`config.mk`:
```
export PLATFORM = sky130hd
export DESIGN_NAME = fetch_unit
export DESIGN_NICKNAME = d
export VERILOG_FILES = /design/src/rtl/riscv_defs_pkg.sv /design/src/rtl/fetch_buffer.sv /design/src/rtl/fetch_unit.sv
export SDC_FILE = /design/constraint.sdc
export NUM_CORES = 1
export LEC_CHECK = 0
export CORE_MARGIN = 3
export CORE_UTILIZATION = 46
export CTS_CLUSTER_SIZE = 12
export DETAILED_ROUTE_END_ITERATION = 16
export PLACE_DENSITY = 0.75
export SYNTH_ARGS = -nofsm -noshare
export SYNTH_HDL_FRONTEND = slang
export SYNTH_SLANG_ARGS = --single-unit
```
`constraint.sdc`:
```
create_clock -name clk -period 5.4 [get_ports clk]
set_input_delay 0.81 -clock clk [delete_from_list [all_inputs] [get_ports clk]]
set_output_delay 0.81 -clock clk [all_outputs]
set_load 0.02 [all_outputs]
```
`src/rtl/riscv_defs_pkg.sv`:
```
// Shared RV32 definitions for the fetch path:
// opcodes, NOP word, fetch FSM states and buffer entry layout.
package riscv_defs_pkg;

  localparam logic [6:0] OPC_LOAD   = 7'b0000011;
  localparam logic [6:0] OPC_STORE  = 7'b0100011;
  localparam logic [6:0] OPC_OP     = 7'b0110011;
  localparam logic [6:0] OPC_OP_IMM = 7'b0010011;
  localparam logic [6:0] OPC_BRANCH = 7'b1100011;

  localparam logic [31:0] NOP_INSTR = 32'h0000_0013;

  typedef enum logic [1:0] {
    ST_FETCH = 2'd0,
    ST_WAIT  = 2'd1,
    ST_DRAIN = 2'd2
  } fetch_state_e;

  typedef struct packed {
    logic [31:0] pc;
    logic [31:0] instr;
  } fetch_entry_t;

endpackage

```
`src/rtl/fetch_buffer.sv`:
```
// Small circular FIFO of {pc, instr} entries between fetch and decode.
// Flush wins over push and pop in the same cycle.
module fetch_buffer
  import riscv_defs_pkg::*;
#(
  parameter int DEPTH = 2,
  localparam int PW = (DEPTH > 1) ? $clog2(DEPTH) : 1,
  localparam int CW = $clog2(DEPTH + 1)
) (
  input  logic          clk,
  input  logic          reset,
  input  logic          push_i,
  input  fetch_entry_t  data_i,
  input  logic          pop_i,
  input  logic          flush_i,
  output fetch_entry_t  head_o,
  output logic [CW-1:0] count_o
);

  fetch_entry_t  mem_q [DEPTH];
  logic [PW-1:0] wr_q, wr_d;
  logic [PW-1:0] rd_q, rd_d;
  logic [CW-1:0] cnt_q, cnt_d;

  function automatic logic [PW-1:0] bump(input logic [PW-1:0] p);
    return (p == PW'(DEPTH - 1)) ? '0 : p + PW'(1);
  endfunction

  always_comb begin
    wr_d  = wr_q;
    rd_d  = rd_q;
    cnt_d = cnt_q;
    if (flush_i) begin
      wr_d  = '0;
      rd_d  = '0;
      cnt_d = '0;
    end else begin
      if (push_i) wr_d = bump(wr_q);
      if (pop_i)  rd_d = bump(rd_q);
      unique case ({push_i, pop_i})
        2'b10:   cnt_d = cnt_q + CW'(1);
        2'b01:   cnt_d = cnt_q - CW'(1);
        default: cnt_d = cnt_q;
      endcase
    end
  end

  always_ff @(posedge clk or posedge reset) begin
    if (reset) begin
      wr_q  <= '0;
      rd_q  <= '0;
      cnt_q <= '0;
    end else begin
      wr_q  <= wr_d;
      rd_q  <= rd_d;
      cnt_q <= cnt_d;
    end
  end

  always_ff @(posedge clk) begin
    if (push_i && !flush_i) mem_q[wr_q] <= data_i;
  end

  assign head_o  = mem_q[rd_q];
  assign count_o = cnt_q;

endmodule

```
`src/rtl/fetch_unit.sv`:
```
// Instruction fetch: one outstanding imem request, buffered output
// to decode, redirect flush with drain of an in-flight response.
module fetch_unit #(
  parameter logic [31:0] RESET_PC  = 32'h0000_0000,
  parameter int          BUF_DEPTH = 2
) (
  input  logic        clk,
  input  logic        reset,
  output logic        imem_req,
  output logic [31:0] imem_addr,
  input  logic        imem_ready,
  input  logic        imem_rvalid,
  input  logic [31:0] imem_rdata,
  input  logic        stall,
  input  logic        redirect,
  input  logic [31:0] redirect_pc,
  output logic        if_valid,
  output logic [31:0] if_pc,
  output logic [31:0] if_instruction,
  output logic [6:0]  if_opcode
);

  import riscv_defs_pkg::*;

  localparam int CW = $clog2(BUF_DEPTH + 1);

  fetch_state_e  state_q, state_d;
  logic [31:0]   pc_q, pc_d;
  logic [CW-1:0] count;
  fetch_entry_t  head, push_data;
  logic          push, pop, flush, room;
  logic          unused_pc_lsb;

  fetch_buffer #(
    .DEPTH (BUF_DEPTH)
  ) u_buf (
    .clk     (clk),
    .reset   (reset),
    .push_i  (push),
    .data_i  (push_data),
    .pop_i   (pop),
    .flush_i (flush),
    .head_o  (head),
    .count_o (count)
  );

  assign unused_pc_lsb  = ^redirect_pc[1:0];
  assign room           = count < CW'(BUF_DEPTH);
  assign imem_addr      = pc_q;
  assign if_valid       = count != '0;
  assign if_pc          = if_valid ? head.pc : '0;
  assign if_instruction = if_valid ? head.instr : NOP_INSTR;
  assign if_opcode      = if_instruction[6:0];

  always_comb begin
    state_d  = state_q;
    pc_d     = pc_q;
    imem_req = 1'b0;
    push     = 1'b0;
    pop      = if_valid && !stall;
    flush    = redirect;
    // pc already advanced on acceptance, so the request was pc-4
    push_data.pc    = pc_q - 32'd4;
    push_data.instr = imem_rdata;
    unique case (state_q)
      ST_FETCH: begin
        imem_req = room && !redirect && !reset;
        if (imem_req && imem_ready) begin
          pc_d    = pc_q + 32'd4;
          state_d = ST_WAIT;
        end
      end
      ST_WAIT: begin
        if (imem_rvalid) begin
          push    = !redirect;
          state_d = ST_FETCH;
        end else if (redirect) begin
          state_d = ST_DRAIN;
        end
      end
      ST_DRAIN: begin
        if (imem_rvalid) state_d = ST_FETCH;
      end
      default: state_d = ST_FETCH;
    endcase
    if (redirect) pc_d = {redirect_pc[31:2], 2'b00};
  end

  always_ff @(posedge clk or posedge reset) begin
    if (reset) begin
      state_q <= ST_FETCH;
      pc_q    <= RESET_PC;
    end else begin
      state_q <= state_d;
      pc_q    <= pc_d;
    end
  end

endmodule

```
==> reports/summary.log <==
[run_status] status complete, no violations
[layout] top library cells by usage in the layout, fill and taps aside 168 x clkdlybuf4s50_1, 124 x edfxtp_1, 87 x nor2_1
[routing] drt first pass iters 5
[floorplanning] ports placed on the boundary 175
[clocking] maximum buffer depth of the clock tree 2
[setup_path] Critical Path Slowest Stage Cell nor2_4
[yosys] library cell with the largest summed area after synthesis edfxtp_1
[yosys] synthesized area per cell 12.5 um^2
[clocking] clock tree from TritonCTS built
[layout] fraction of final layout cells with drive strength greater than 1 8.39%
[setup_path] number of cells on the worst reg-to-reg path 4
[power] fraction of power spent switching nets 23.8%
[clocking] htree depth 4
[place] minimum setup slack after placement 1890 ps
[timing] Hold Fails Final Rpt 0
[min_path] cell depth of the worst min-delay path 1
[global_routing] overall overflow remaining after global route 0
[min_path] class of the worst hold path flip-flop to flip-flop
[routing] routed vias/inst 5.49
[timing] number of pins exceeding their max-slew limit in the final report 0
[floorplanning] die boundary width 135 um
[yosys] synth warn 0
[timing] worst clock skew on the final layout 13.8 ps
[power] worst IR drop on VDD 0.234 mV
[place] count of input and output buffers 168
[layout] Inserted Diodes 0
[global_routing] pin count of the biggest net entering global routing 65
[setup_path] Reg-to-Reg Start u_buf.count_o[1]
[floorplanning] Rows 46
[yosys] synthesized flop and latch total 160
[timing] measured slew at the worst slew-check pin 1090 ps
[min_path] WHS Endpoint state_q[0]
[setup_path] CP endpoint kind primary output
[power] portion of total power attributed to sequential cells 50.5%
[timing] final critical path time including I/O delays and setup 3520 ps
[global_routing] number of global-route vias before repair 5212
[clocking] number of gates resized after CTS 0
[timing] unrepaired setup endpoints after global routing no
[yosys] area share of the largest cell type after synthesis 48.9%
[yosys] cells after synthesis 610
[layout] number of nets in the finished design 822
[routing] per-cell routed wire length 17.0 um
[setup_path] startpoint of the most critical setup path u_buf.count_o[1]
[power] internal power component 2.18 mW
[job] Max Cap Viol 0
[setup_path] series of cell instances along the critical path nor2_4, buf_4, nor2_1, clkdlybuf4s50_1
[timing] Max Clk Rate 0.284 GHz
[clocking] root buf cell clkbuf_16
[clocking] hold-fix buffer count after cts 0
[power] Net Sw Power 679 uW
[floorplanning] Die ar. 18100 um^2
[power] Power, Total 2.86 mW
[layout] post-layout utilization of the core 61.7%
[timing] post-route clock period utilization 65.2%
[setup_path] critical path arrival 2710 ps
[yosys] Main synth FF type edfxtp_1
[setup_path] Worst Setup Start Kind flip-flop
[routing] final routed wirelength across all metal layers 16.7 mm
[layout] non-filler cells, final 979
[global_routing] first-pass GRT wire length 27.1 mm
[floorplanning] Core Box Area 16100 um^2
[global_routing] antenna violations before repair 0
[yosys] number of flops mapped to enable cells by yosys 124
[timing] worst max-slew margin expressed relative to the limit 27.3%
[routing] drt drc 0
[setup_path] critical path required time 4590 ps
[power] leakage power summed over all cells 3.33 nW
[layout] Area growth, synth to finish 30.3%
[power] power per cell area 288 nW/um^2
[clocking] post-CTS setup buffer count 0
[yosys] area of the mapped netlist 7610 um^2
[yosys] async set-or-reset flop fraction in the synthesized netlist 22.5%
[global_routing] GRT Overall Usage 18.8%
[clocking] CTS clk-pin slew, worst paths 60 ps
[place] gp weighted congestion 0.815
[yosys] top area cells in the synthesized netlist edfxtp_1 49%, dfrtp_1 12%, mux2i_1 8.5%
[power] Comb power frac 10.8%
[setup_path] maximum fanout encountered on the critical timing path 36
[routing] initial DRC count 310
[place] number of placed cells counting well taps 947
[routing] total number of vias 5376
[clocking] worst skew pair latency 420 ps
[timing] final critical-path setup slack 1880 ps
[place] dpl hpwl 11.4 mm
[min_path] critical hold path startpoint state_q[1]
[yosys] unique cell type count in the Yosys netlist 57
[routing] post-route ant nets 0
[setup_path] register-to-register setup slack 2810 ps
[layout] most common library cell in the layout ignoring fill and taps clkdlybuf4s50_1
[power] clock share of power 38.7%
[clocking] number of sinks driven by the clock tree 160
[setup_path] worst reg2reg endpoint imem_addr[23]
[timing] accumulated negative setup slack 0 ps
[floorplanning] starting density of the core 47.4%
[clocking] number of CTS-inserted buffers 17
[timing] Setup violations, final 0
[floorplanning] Die Span Y 135 um
[setup_path] Largest stage delay, worst path 680 ps
[yosys] share of the yosys chip area belonging to registers 60.8%
[setup_path] critical path class flip-flop to primary output
[synthesized netlist by cell type, drive strengths merged (3+ instances only)]
master  count
a31oi      11
nand3      16
nor3       15
nor4       11
nand3b      3
o31ai       9
or3         7
clkbuf     28
dfrtp      36
a22oi       3
o21ai       4
buf        27
a21o        4
nor3b       4
a221o       5
mux2i      65
edfxtp    124
and3        4
nor2       88
xnor2       9
nand4      14
and4        5
o211ai      3
xor2       20
nand2      30
o311ai      7
inv         9
or4        20
a21oi       4
and2        4
[through the flow]
step	hold slack, ps	cell area, um^2
final	524	9910
after floorplan	483	7630
after global routing	555	9910
after global placement	504	9360
after detailed placement	518	9360
after CTS	526	9910
[how the worst max path moves through the flow]
stage | end | slack, ps
finish | if_pc[17] | 1880
floorplan | u_buf.mem_q[0][0] | 1060
global placement | imem_req | 1940
detailed placement | imem_addr[21] | 1890
CTS | if_pc[17] | 1810
global route | if_instruction[3] | 1670
[cells by family (layout without fill, tap and decap cells)]
| group | after synthesis | after routing | synth area share (%) |
|---|---|---|---|
| buf+inv | 65 | 215 | 4.24 |
| flops | 160 | 160 | 60.8 |
| xor+xnor | 29 | 29 | 3.34 |
| mux | 67 | 67 | 8.85 |
| simple gates | 228 | 228 | 16.7 |
| fa+ha+maj | 2 | 2 | 0.329 |
| compound gates | 58 | 58 | 5.72 |
| other cells | 1 | 4 | 0.0493 |
[flip-flops by register name, summed over array words and instances (netlist names)]
register / cells
u_buf.wr_q: 1
u_buf.count_o: 2
u_buf.rd_q: 1
state_q: 2
imem_addr: 30
u_buf.mem_q: 124
[critical path: cells and delay by family (launching register included)]
family | cells | cell delay [ps]
buf+inv | 2 | 980
flops | 1 | 490
simple gates | 2 | 800
[routing by layer]
metal  global-route usage (%)  routed length, um  vias to the layer above
met5                        0                  0                        -
met4                     5.20                176                        0
met3                     4.73               1020                       16
met2                     31.1               8420                      219
met1                     24.9               7060                     2594
li1                         -                  -                     2547
[power groups by stage]
stage	clock, mW	combinational [mW]	sequential [mW]
floorplan	0	0.169	1.45
global placement	0	0.302	1.46
detailed placement	0	0.309	1.47
CTS	1.13	0.311	1.44
global route	1.19	0.334	1.45
finish	1.11	0.308	1.44
[area by class of cell]
| type | count | area [um^2] |
|---|---|---|
| clock buffers | 23 | 503 |
| flip-flops and latches | 160 | 4630 |
| clock inverters | 9 | 52.6 |
| repair buffers | 173 | 1720 |
| inverters | 10 | 37.5 |
| well taps | 216 | 270 |
| multi-input cells | 388 | 2700 |
| fillers | 1238 | 6140 |
Note: power is estimated with default switching activity, not from simulation.
==> edit 1 (same flow settings) <==
Encoding of `fetch_state_e`: now one-hot (3 bits for 3 states).
--- a/src/rtl/riscv_defs_pkg.sv
+++ b/src/rtl/riscv_defs_pkg.sv
@@ -11,8 +11,8 @@
   localparam logic [31:0] NOP_INSTR = 32'h0000_0013;
 
-  typedef enum logic [1:0] {
-    ST_FETCH = 2'd0,
-    ST_WAIT  = 2'd1,
-    ST_DRAIN = 2'd2
+  typedef enum logic [2:0] {
+    ST_FETCH = 3'b001,
+    ST_WAIT  = 3'b010,
+    ST_DRAIN = 3'b100
   } fetch_state_e;
 
Behaviour: same outputs for any inputs over 4 cycles, from zero or initial values and one cycle with reset high; so few cycles prove little.
==> edit 1 against the unedited design <==
- utilization increased by 0.14 points
- via count increased by 4.3%
- highest routed layer unchanged
- cell area increased by 0.58%
- count of clock-buffer cells in the layout decreased by 5
- worst setup slack got worse by 120 ps
- clock power increased by 5%
- sequential cell count increased by 1
- routed wire length increased by 5.9%
- non-clock buffer count increased by 1
- power increased by 0.27%
- area after synthesis increased by 0.89%
==> edit 1: results <==
{
  "status": "finished, final reports clean",
  "grt_pass1_wl_mm": 28.2,
  "rr_endpoint": "imem_addr[27]",
  "vdd_drop_max_mv": 0.238,
  "p_leak_nw": 3.29,
  "grt_use_met3": 0.0479,
  "synth_common_cells": "124 x edfxtp_1, 82 x nor2_1, 62 x mux2i_1",
  "whs_endpoint": "state_q[1]",
  "multi_input_gates": 411,
  "synth-seq-area-share": 0.606,
  "slowest_delay_ps": 840,
  "yosysUniqueCellTypes": 53,
  "met2_usage": 0.312,
  "met3_length_mm": 1.58,
  "fill_cells": 1240,
  "async_flop_share": 0.230,
  "dp_hpwl_mm": 12.3,
  "hold_start": "state_q[2]",
  "use_met1": 0.262,
  "crit_end": "imem_req",
  "maxSlewHeadroom": 0.272,
  "clkbuf_count": 18,
  "fin_nets": 845,
  "groute.usage.overall": 0.195,
  "dp_slack_ps": 1570,
  "finalHoldViolCount": 0,
  "buf_share": 0.173,
  "buffers": 174,
  "grt_pass1_vias": 5538,
  "r2r_slack_ps": 2610,
  "m1WireLength_mm": 7.53,
  "placed_cells": 970,
  "clkCellAreaFrac": 0.0586,
  "design.seq.count": 161,
  "yosys-top-cells-area": "edfxtp_1 49%, dfrtp_1 12%, mux2i_1 8.1%",
  "period_minus_slack_ps": 3640,
  "via_per_inst": 5.60,
  "finClkSkew_ps": 9.11,
  "synth_edf_count": 124,
  "multi_input_area_share": 0.271,
  "synth_area_per_cell_um2": 12.1,
  "crit_slowest_cell": "clkdlybuf4s50_1",
  "drt_iter0_markers": 462,
  "path_max_fanout": 22,
  "critical_path_arrival_ps": 2830,
  "fin_util": 0.619,
  "rr_startpoint": "state_q[0]",
  "placed_cell_area_mm2": 0.00939,
  "hold_ws_ps": 533,
  "finalWirelength_mm": 17.7
}
## edit 1: changes by cell type in the layout (fill, tap and decap cells not counted), moves of 5 or more
cell	change
o211ai_1	+5
nand3_1	+8
clkinv_2	-5
nor4_1	+13
or3_1	+5
nand4_1	-6
o31ai_1	-5
xor2_1	+5
nor3_1	+6
o21ai_0	+9
nor2_1	-7
nand2_1	+6
## edit 1: where the power goes
part           switching, W  total, W  internal (W)
clock network      0.000485   0.00117      0.000687
logic              0.000127  0.000256      0.000129
registers         0.0000700   0.00144       0.00137
## edit 1: cells by family (layout without fill, tap and decap cells)
family,Yosys count,after routing,share of synthesized area
xor gates and xnor gates,33,33,0.0376
and+or+nand+nor,249,249,0.172
muxes,62,62,0.0808
adders and majority gates,2,2,0.00326
other,1,4,0.000488
DFF,161,161,0.606
AOI/OAI and AO/OA,61,61,0.0549
buffers and inverters,68,214,0.0453
==> edit 2 (config.mk and constraints unchanged) <==
Made on the original files. The parameter `BUF_DEPTH` goes from 2 to 4.
--- a/src/rtl/fetch_unit.sv
+++ b/src/rtl/fetch_unit.sv
@@ -3,5 +3,5 @@
 module fetch_unit #(
   parameter logic [31:0] RESET_PC  = 32'h0000_0000,
-  parameter int          BUF_DEPTH = 2
+  parameter int          BUF_DEPTH = 4
 ) (
   input  logic        clk,
Function: same outputs for any inputs over 4 cycles, from zero or initial values and one cycle with reset high; that may be too few to reach the edited logic, so the function may still have changed.
==> edit 2 against the unedited design <==
- critical path depth unchanged
- critical endpoint is now if_instruction[20]
- routed wire length up 59%
- via count rose by 36%
- power is 110% higher
- fmax fell by 12%
- cell area rose by 54%
- clock power rose by 59%
- worst setup slack lost 490 ps
- clock skew about the same
- sequential cell count up 127
- non-clock buffer count increased by 4
- area after synthesis up 65%
==> edit 2: results <==
{
  "status": "finished, final reports clean",
  "final_cells": 1298,
  "synth_edf_count": 248,
  "synth-seq-area-share": 0.670,
  "async_flop_share": 0.136,
  "groute.usage.overall": 0.183,
  "placed_cells": 1249,
  "multi_input_area_mm2": 0.00381,
  "path_max_fanout": 48,
  "grt_pass1_vias": 7539,
  "clkCellAreaFrac": 0.0541,
  "multi_input_gates": 436,
  "yosys-top-cells-area": "edfxtp_1 59%, mux4_2 11%, dfrtp_1 7.8%",
  "tightest_slew_ps": 1100,
  "fill_cells": 2038,
  "grt_max_degree": 63,
  "numCtsBuffers": 29,
  "finClkSkew_ps": 13.4,
  "vdd_drop_max_mv": 0.228,
  "clkbuf_count": 45,
  "inverters_excl_clock": 14,
  "gp_congestion": 0.880,
  "drt_iter0_markers": 520,
  "buf_share": 0.114,
  "placed_cell_area_mm2": 0.0145,
  "largest_register_ffs": 248,
  "synth_common_cells": "248 x edfxtp_1, 62 x mux4_2, 61 x and2_1",
  "p_leak_nw": 4.93,
  "dp_slack_ps": 1840,
  "cts_sinks": 287
}
edit 2: cell count changes after synthesis, moves of 14 or more:
cell      unedited run  this run
edfxtp_1           124       248
mux2i_1             65         1
mux4_2               0        62
and2_1               4        61
nor2_1              88        31
xnor2_1              9        23
edit 2: layer usage:
| layer | vias to the layer above | wire length (um) | GRT usage |
|---|---|---|---|
| met2 | 263 | 12800 | 0.300 |
| met3 | 36 | 1770 | 0.0324 |
| li1 | 3383 | - | - |
| met5 | - | 0 | 0 |
| met1 | 3652 | 11500 | 0.259 |
| met4 | 0 | 457 | 0.0416 |
edit 2: critical path, stage by stage, from the launching register on:
cell	delay, ps
dfrtp_4	1040
buf_4	390
mux4_2	530
and2_1	170
clkdlybuf4s50_1	530
edit 2: worst paths after layout:
check / start / endpoint / slack (ps) / depth (start not counted)
max in group asynchronous: reset / u_buf.rd_q[0] / 3990 / 3
setup / recovery: u_buf.rd_q[0] / if_instruction[20] / 1390 / 4
hold / removal: u_buf.count_o[1] / u_buf.count_o[1] / 580 / 2
min in group asynchronous: reset / imem_addr[11] / 630 / 2
hold reg to reg: u_buf.count_o[1] / u_buf.count_o[1] / 580 / 2
setup reg to reg: imem_addr[2] / u_buf.mem_q[0][46] / 2640 / 6
edit 2: cells by family after synthesis:
logic type / Yosys count / synth area share
DFF: 287 / 0.670
and+or+nand+nor: 258 / 0.117
buffers and inverters: 80 / 0.0296
AOI/OAI and AO/OA: 65 / 0.0343
muxes: 65 / 0.115
xor gates and xnor gates: 36 / 0.0262
adders and majority gates: 8 / 0.00855
other: 1 / 0.000298
edit 2: where the power goes:
group          leakage [nW]  total [W]  internal (W)  switching [W]
clock                 0.399    0.00177       0.00101       0.000758
combinational          1.84    0.00150      0.000765       0.000730
sequential             2.69    0.00263       0.00248       0.000156
total                  4.93    0.00590       0.00426        0.00164
